==> config.mk <==
export PLATFORM = sky130hd
export DESIGN_NAME = apb_req_arbiter
export DESIGN_NICKNAME = d
export VERILOG_FILES = /design/src/rtl/apb_arb_pkg.sv /design/src/rtl/rr_pick2.sv /design/src/rtl/apb_req_arbiter.sv
export SDC_FILE = /design/constraint.sdc
export NUM_CORES = 1
export LEC_CHECK = 0
export BUFFER_PORTS_ARGS = -buffer_cell sky130_fd_sc_hd__buf_2
export CORE_MARGIN = 4
export CORE_UTILIZATION = 49
export CTS_CLUSTER_DIAMETER = 120
export DETAILED_ROUTE_END_ITERATION = 16
export HOLD_SLACK_MARGIN = 0.1
export PLACE_DENSITY = 0.86
export SETUP_SLACK_MARGIN = 0.5
export SLEW_MARGIN = 25
export SYNTH_ARGS = -nofsm -noshare
export SYNTH_HDL_FRONTEND = slang
export SYNTH_SLANG_ARGS = --single-unit
export TNS_END_PERCENT = 20
==> constraint.sdc <==
create_clock -name PCLK -period 2.6 [get_ports PCLK]
set_input_delay 0.52 -clock PCLK [delete_from_list [all_inputs] [get_ports PCLK]]
set_output_delay 0.52 -clock PCLK [all_outputs]
set_load 0.01 [all_outputs]
==> src/rtl/apb_arb_pkg.sv <==
// Shared types and address-window constants for the two-requester APB arbiter.
package apb_arb_pkg;

   typedef enum logic [2:0] {
      IDLE,
      ISSUE,
      SETUP,
      ACCESS,
      DONE
   } arb_state_e;

   localparam logic [31:0] APB_WIN_BASE = 32'h1000_0000;
   localparam logic [17:0] APB_WIN_TAG  = APB_WIN_BASE[31:14];

   // Peripheral window is 16 KiB: four 4 KiB slots starting at APB_WIN_BASE.
   function automatic logic in_window(input logic [31:0] addr);
      return addr[31:14] == APB_WIN_TAG;
   endfunction

endpackage

==> src/rtl/rr_pick2.sv <==
// Combinational two-way winner select; `last` is the index granted most recently.
module rr_pick2 (
   input  logic       valid0,
   input  logic       valid1,
   input  logic       last,
   input  logic       rr_en,
   output logic [1:0] grant
);

   always_comb begin
      grant = 2'b00;
      if (valid0 && valid1) begin
         grant = (rr_en && !last) ? 2'b10 : 2'b01;
      end else if (valid0) begin
         grant = 2'b01;
      end else if (valid1) begin
         grant = 2'b10;
      end
   end

endmodule

==> src/rtl/apb_req_arbiter.sv <==
// Shares one APB master between two requesters, one transaction at a time,
// shadowing the master's SETUP/ACCESS phases and rejecting unmapped addresses locally.
module apb_req_arbiter
   import apb_arb_pkg::*;
#(
   parameter bit RR_EN = 1'b1
) (
   input  logic        PCLK,
   input  logic        PRESET,
   input  logic        req0_valid,
   input  logic        req0_write,
   input  logic [31:0] req0_addr,
   input  logic [31:0] req0_wdata,
   output logic        req0_done,
   output logic        req0_err,
   output logic [31:0] req0_rdata,
   input  logic        req1_valid,
   input  logic        req1_write,
   input  logic [31:0] req1_addr,
   input  logic [31:0] req1_wdata,
   output logic        req1_done,
   output logic        req1_err,
   output logic [31:0] req1_rdata,
   output logic        m_transfer,
   output logic        m_write,
   output logic [31:0] m_addr,
   output logic [31:0] m_wdata,
   input  logic        m_ready,
   input  logic [31:0] m_rdata,
   output logic [1:0]  grant,
   output logic        busy
);

   arb_state_e  state_reg, state_next;
   logic [1:0]  grant_reg;
   logic [1:0]  pick;
   logic        last_reg;
   logic        write_reg;
   logic        err_reg;
   logic [31:0] addr_reg;
   logic [31:0] wdata_reg;
   logic [31:0] rdata0_reg;
   logic [31:0] rdata1_reg;

   logic        sel_write;
   logic [31:0] sel_addr;
   logic [31:0] sel_wdata;
   logic        sel_ok;

   rr_pick2 u_pick (
      .valid0 (req0_valid),
      .valid1 (req1_valid),
      .last   (last_reg),
      .rr_en  (RR_EN),
      .grant  (pick)
   );

   assign sel_write = pick[1] ? req1_write : req0_write;
   assign sel_addr  = pick[1] ? req1_addr  : req0_addr;
   assign sel_wdata = pick[1] ? req1_wdata : req0_wdata;
   assign sel_ok    = in_window(sel_addr);

   always_ff @(posedge PCLK or negedge PRESET) begin
      if (!PRESET) begin
         state_reg <= IDLE;
      end else begin
         state_reg <= state_next;
      end
   end

   always_comb begin
      state_next = state_reg;
      case (state_reg)
         IDLE: begin
            if (pick != 2'b00) begin
               state_next = sel_ok ? ISSUE : DONE;
            end
         end
         ISSUE:  state_next = SETUP;
         // The slave's ready may already be high here; only ACCESS honours it.
         SETUP:  state_next = ACCESS;
         ACCESS: begin
            if (m_ready) begin
               state_next = DONE;
            end
         end
         DONE:    state_next = IDLE;
         default: state_next = IDLE;
      endcase
   end

   always_ff @(posedge PCLK or negedge PRESET) begin
      if (!PRESET) begin
         grant_reg  <= 2'b00;
         last_reg   <= 1'b1;
         write_reg  <= 1'b0;
         err_reg    <= 1'b0;
         addr_reg   <= '0;
         wdata_reg  <= '0;
         rdata0_reg <= '0;
         rdata1_reg <= '0;
      end else begin
         case (state_reg)
            IDLE: begin
               if (pick != 2'b00) begin
                  grant_reg <= pick;
                  last_reg  <= pick[1];
                  write_reg <= sel_write;
                  addr_reg  <= sel_addr;
                  wdata_reg <= sel_wdata;
                  err_reg   <= !sel_ok;
                  // Rejected accesses return zero data without touching the master.
                  if (!sel_ok) begin
                     if (pick[0]) begin
                        rdata0_reg <= '0;
                     end else begin
                        rdata1_reg <= '0;
                     end
                  end
               end
            end
            ACCESS: begin
               if (m_ready) begin
                  if (grant_reg[0]) begin
                     rdata0_reg <= m_rdata;
                  end else begin
                     rdata1_reg <= m_rdata;
                  end
               end
            end
            DONE:    grant_reg <= 2'b00;
            default: ;
         endcase
      end
   end

   assign m_transfer = (state_reg == ISSUE);
   assign m_write    = write_reg;
   assign m_addr     = addr_reg;
   assign m_wdata    = wdata_reg;
   assign grant      = grant_reg;
   assign busy       = (state_reg != IDLE);

   assign req0_done  = (state_reg == DONE) && grant_reg[0];
   assign req1_done  = (state_reg == DONE) && grant_reg[1];
   assign req0_err   = req0_done && err_reg;
   assign req1_err   = req1_done && err_reg;
   assign req0_rdata = rdata0_reg;
   assign req1_rdata = rdata1_reg;

endmodule

==> results.sh <==
export IMPL_first_pass_iters=5
export IMPL_routed_wl_mm=18.8
export IMPL_reg2reg_depth=8
export IMPL_seqPwrFrac_pct=34.9
export IMPL_finalCritPeriodShare_pct=79.1
export IMPL_clock_sinks=136
export IMPL_synth_seq_area_share_pct=57.8
export IMPL_crit_reg2reg_capture="req1_rdata[27]"
export IMPL_detailedPlace_worstSlack_ps=178
export IMPL_timing_final_ws_setup_ps=542
export IMPL_syn_area_per_cell_um2=9.31
export IMPL_static_leakage_power_nw=4.25
export IMPL_outcome="complete, no violations"
export IMPL_async_flop_share_pct=100
export IMPL_multiInputGateArea_um2=2310
export IMPL_cp_slowest_cell="sky130_fd_sc_hd__dfrtp_2"
export IMPL_clkLatencyLatePin_ps=410
export IMPL_gr_total_overflow=0
export IMPL_worst_slew_pin_slew_ps=665
export IMPL_worst_r2r_startpoint="state_reg[1]"
export IMPL_ys_warnings_count=0
export IMPL_layout_area_seq_um2=3410
export IMPL_power_internal_mw=5.87
export IMPL_netlist_area_um2=5890
export IMPL_report_final_setup_viol=0
export IMPL_swShare_pct=36.0
export IMPL_dr_total_vias=5994
export IMPL_wl_per_cell_um=17.3
export IMPL_port_buffers=303
export IMPL_worstHoldStart="m_rdata[28]"
export IMPL_fin_nets=1097
export IMPL_chipHeight_um=118
export IMPL_critical_path_cell_chain="nor2_4 -> and3_4 -> and2_4 -> buf_6"
export IMPL_power_switching_mw=3.30
export IMPL_number_of_buffers_inserted_during_clock_tree_synthesis=17
export IMPL_timing_max_cap_violations=0
export IMPL_postSynthRegisterBits=136
export IMPL_synth_flop_cell="sky130_fd_sc_hd__dfrtp_1"
export IMPL_num_fill_cells=870
export IMPL_place_hpwl_mm=13.8
export IMPL_floorplan_rows=39
export IMPL_part_of_the_total_power_dissipated_in_the_clock_network_pct=27.8
export IMPL_rrSetupSlack_ps=600
export IMPL_design_power_total_mw=9.16
export IMPL_root_buffer="sky130_fd_sc_hd__clkbuf_16"
export IMPL_syn_nets=800
export IMPL_hp_class="input pin to flop"
export IMPL_crit_path_start_kind="flop"
export IMPL_dp_cells=1051
export IMPL_post_dp_cell_area_um2=7610
export IMPL_via_count_of_the_first_global_routing_pass=5788
export IMPL_initial_core_util_pct=50.7
export IMPL_clock_fmax_ghz=0.486
export IMPL_slew_viol_final=0
export IMPL_critical_path_endpoint_type="output pin"
export IMPL_gp_routability_congestion=0.865
export IMPL_critical_path_n_buffers_inverters=1
export IMPL_share_of_final_layout_standard_cells_stronger_than_drive_strength_1_pct=40.0
export IMPL_grt_antenna_before_repair=2
export IMPL_timing_setup_critical_path_class="flop to output pin"
export IMPL_grt_first_pass_wirelength_mm=30.0
export IMPL_clk_pin_slew_ps=60
export IMPL_critical_path_top_delay_family="simple AND/OR/NAND/NOR gates"
export IMPL_vias_per_cell=5.51
export IMPL_number_of_stages_on_the_worst_hold_path=2
export IMPL_rsz0062_at_grt="true"
export IMPL_core_um2=11600
export IMPL_cp_arrival_ps=1540
export IMPL_pwr_cell_area_nw_per_um2=1100
export IMPL_layout_common_cells="301 x sky130_fd_sc_hd__buf_2, 169 x sky130_fd_sc_hd__nand2_1, 133 x sky130_fd_sc_hd__dfrtp_1"
export IMPL_tritoncts="done"
export IMPL_fin_tns_setup_ps=0
export IMPL_stdcell_area_um2=8310
export IMPL_slew_limit_headroom_pct=55.7
export IMPL_htree_levels=4
export IMPL_final_cell_count_no_fill=1088
export IMPL_final_antenna_net_count=0
export IMPL_synth_enable_flop_cells=0
export IMPL_cts_max_path_buffers=2
export IMPL_synthDistinctLibCells=36
export IMPL_mostFrequentLayoutCell="sky130_fd_sc_hd__buf_2"
export IMPL_timing_hold_worst_endpoint="req1_rdata[28]"
export IMPL_io_pins=304
export IMPL_critical_path_required_time_ps=2080
export IMPL_max_stage_delay_ps=470
export IMPL_layout_area_overhead_vs_synth_pct=41.1
export IMPL_critical_path_peak_fanout=6
export IMPL_fin_crit_ps=2060
export IMPL_dr_first_iter_drc_count=573
export IMPL_p_comb_share_pct=37.3
export IMPL_post_synth_inst_count=633
export IMPL_vdd_drop_max_uv=772
export IMPL_grt_max_degree=68
export IMPL_drcViolationCount=0
export IMPL_dieArea_um2=13800
export IMPL_fin_skew_ps=4.20
export IMPL_critical_path_startpoint="state_reg[1]"
export IMPL_grt_usage_pct=27.1
export IMPL_chipWidth_um=118
export IMPL_hold_viol=0
area by class of cell:
cell class / count / area share (%)
antenna: 2 / 0.0602
tap: 143 / 2.15
clock buffer: 19 / 5.45
timing repair buffer: 327 / 21.4
clock inverter: 13 / 2.11
inverter: 1 / 0.0452
sequential: 136 / 41.0
multi-input combinational: 447 / 27.8
routing by layer:
layer  wire length [µm]  up-vias  global-route usage (%)
met3               1940       53                    9.80
met4                683        0                    13.2
met1               7030     2803                    33.3
li1                   -     2796                       -
met5                  0        -                       0
met2               9170      342                    42.4
worst register-to-register path, stage by stage, from the launching register on:
cell                       delay (ps)
sky130_fd_sc_hd__dfrtp_2          470
sky130_fd_sc_hd__nor3_4           210
sky130_fd_sc_hd__buf_4            170
sky130_fd_sc_hd__inv_2             60
sky130_fd_sc_hd__a211oi_1         230
sky130_fd_sc_hd__a311o_2          200
sky130_fd_sc_hd__a41oi_4          140
sky130_fd_sc_hd__buf_12           190
sky130_fd_sc_hd__a22o_1           210
stage by stage:
stage / util, % / hold WS (ps)
2_1_floorplan: - / 224
3_3_place_gp: 65.5 / 477
3_5_place_dp: 65.5 / 482
4_1_cts: 71.1 / 326
5_1_grt: 71.5 / 335
6_report: 71.5 / 344
synthesized netlist by cell type, types with 2 or more instances:
| master | n | area, µm² |
|---|---|---|
| sky130_fd_sc_hd__nor2_1 | 73 | 274 |
| sky130_fd_sc_hd__o21ai_0 | 2 | 10.0 |
| sky130_fd_sc_hd__nor4b_2 | 2 | 30.0 |
| sky130_fd_sc_hd__nand2_1 | 169 | 634 |
| sky130_fd_sc_hd__and2_1 | 2 | 12.5 |
| sky130_fd_sc_hd__nor4_1 | 5 | 31.3 |
| sky130_fd_sc_hd__clkbuf_1 | 30 | 113 |
| sky130_fd_sc_hd__nand2b_1 | 3 | 18.8 |
| sky130_fd_sc_hd__a31oi_1 | 66 | 413 |
| sky130_fd_sc_hd__o22ai_1 | 2 | 12.5 |
| sky130_fd_sc_hd__a22oi_1 | 2 | 15.0 |
| sky130_fd_sc_hd__a21oi_1 | 34 | 170 |
| sky130_fd_sc_hd__nand3_1 | 36 | 180 |
| sky130_fd_sc_hd__buf_2 | 14 | 70.1 |
| sky130_fd_sc_hd__dfrtp_1 | 135 | 3380 |
| sky130_fd_sc_hd__buf_6 | 3 | 33.8 |
| sky130_fd_sc_hd__and3_1 | 5 | 31.3 |
| sky130_fd_sc_hd__a22o_1 | 32 | 280 |
worst max path at each step:
stage	endpoint	slack [ps]	cells after the start
2_1_floorplan	req1_rdata[10]	710	6
3_3_place_gp	req0_rdata[5]	230	7
3_5_place_dp	req0_rdata[10]	180	7
4_1_cts	req1_err	480	4
5_1_grt	req0_err	480	4
6_report	req1_err	540	4
cells by family (layout without fill, tap and decap cells):
logic type,after synthesis,count (layout),share of synthesized area [%]
flip-flops,136,136,57.8
AND/OR/NAND/NOR,302,302,21.7
other,0,2,0
AO/OA/AOI/OAI,145,145,16.7
buffers and inverters,50,360,3.89
repair_timing:
action	CTS	global route
hold endpoints to repair	50	0
endpoints found under the setup margin	13	37
buffers inserted	0	2
pin swaps	1	2
hold buffers	1	0
resized for setup	5	6
power groups by stage:
stage               combinational, mW  sequential, mW  clock, mW
global placement                 3.30            3.18          0
detailed placement               3.39            3.20          0
global route                     3.77            3.28       2.68
floorplan                        1.68            3.47          0
finish                           3.42            3.20       2.55
CTS                              3.40            3.19       2.57
Note: power is estimated with default switching activity, not from simulation.
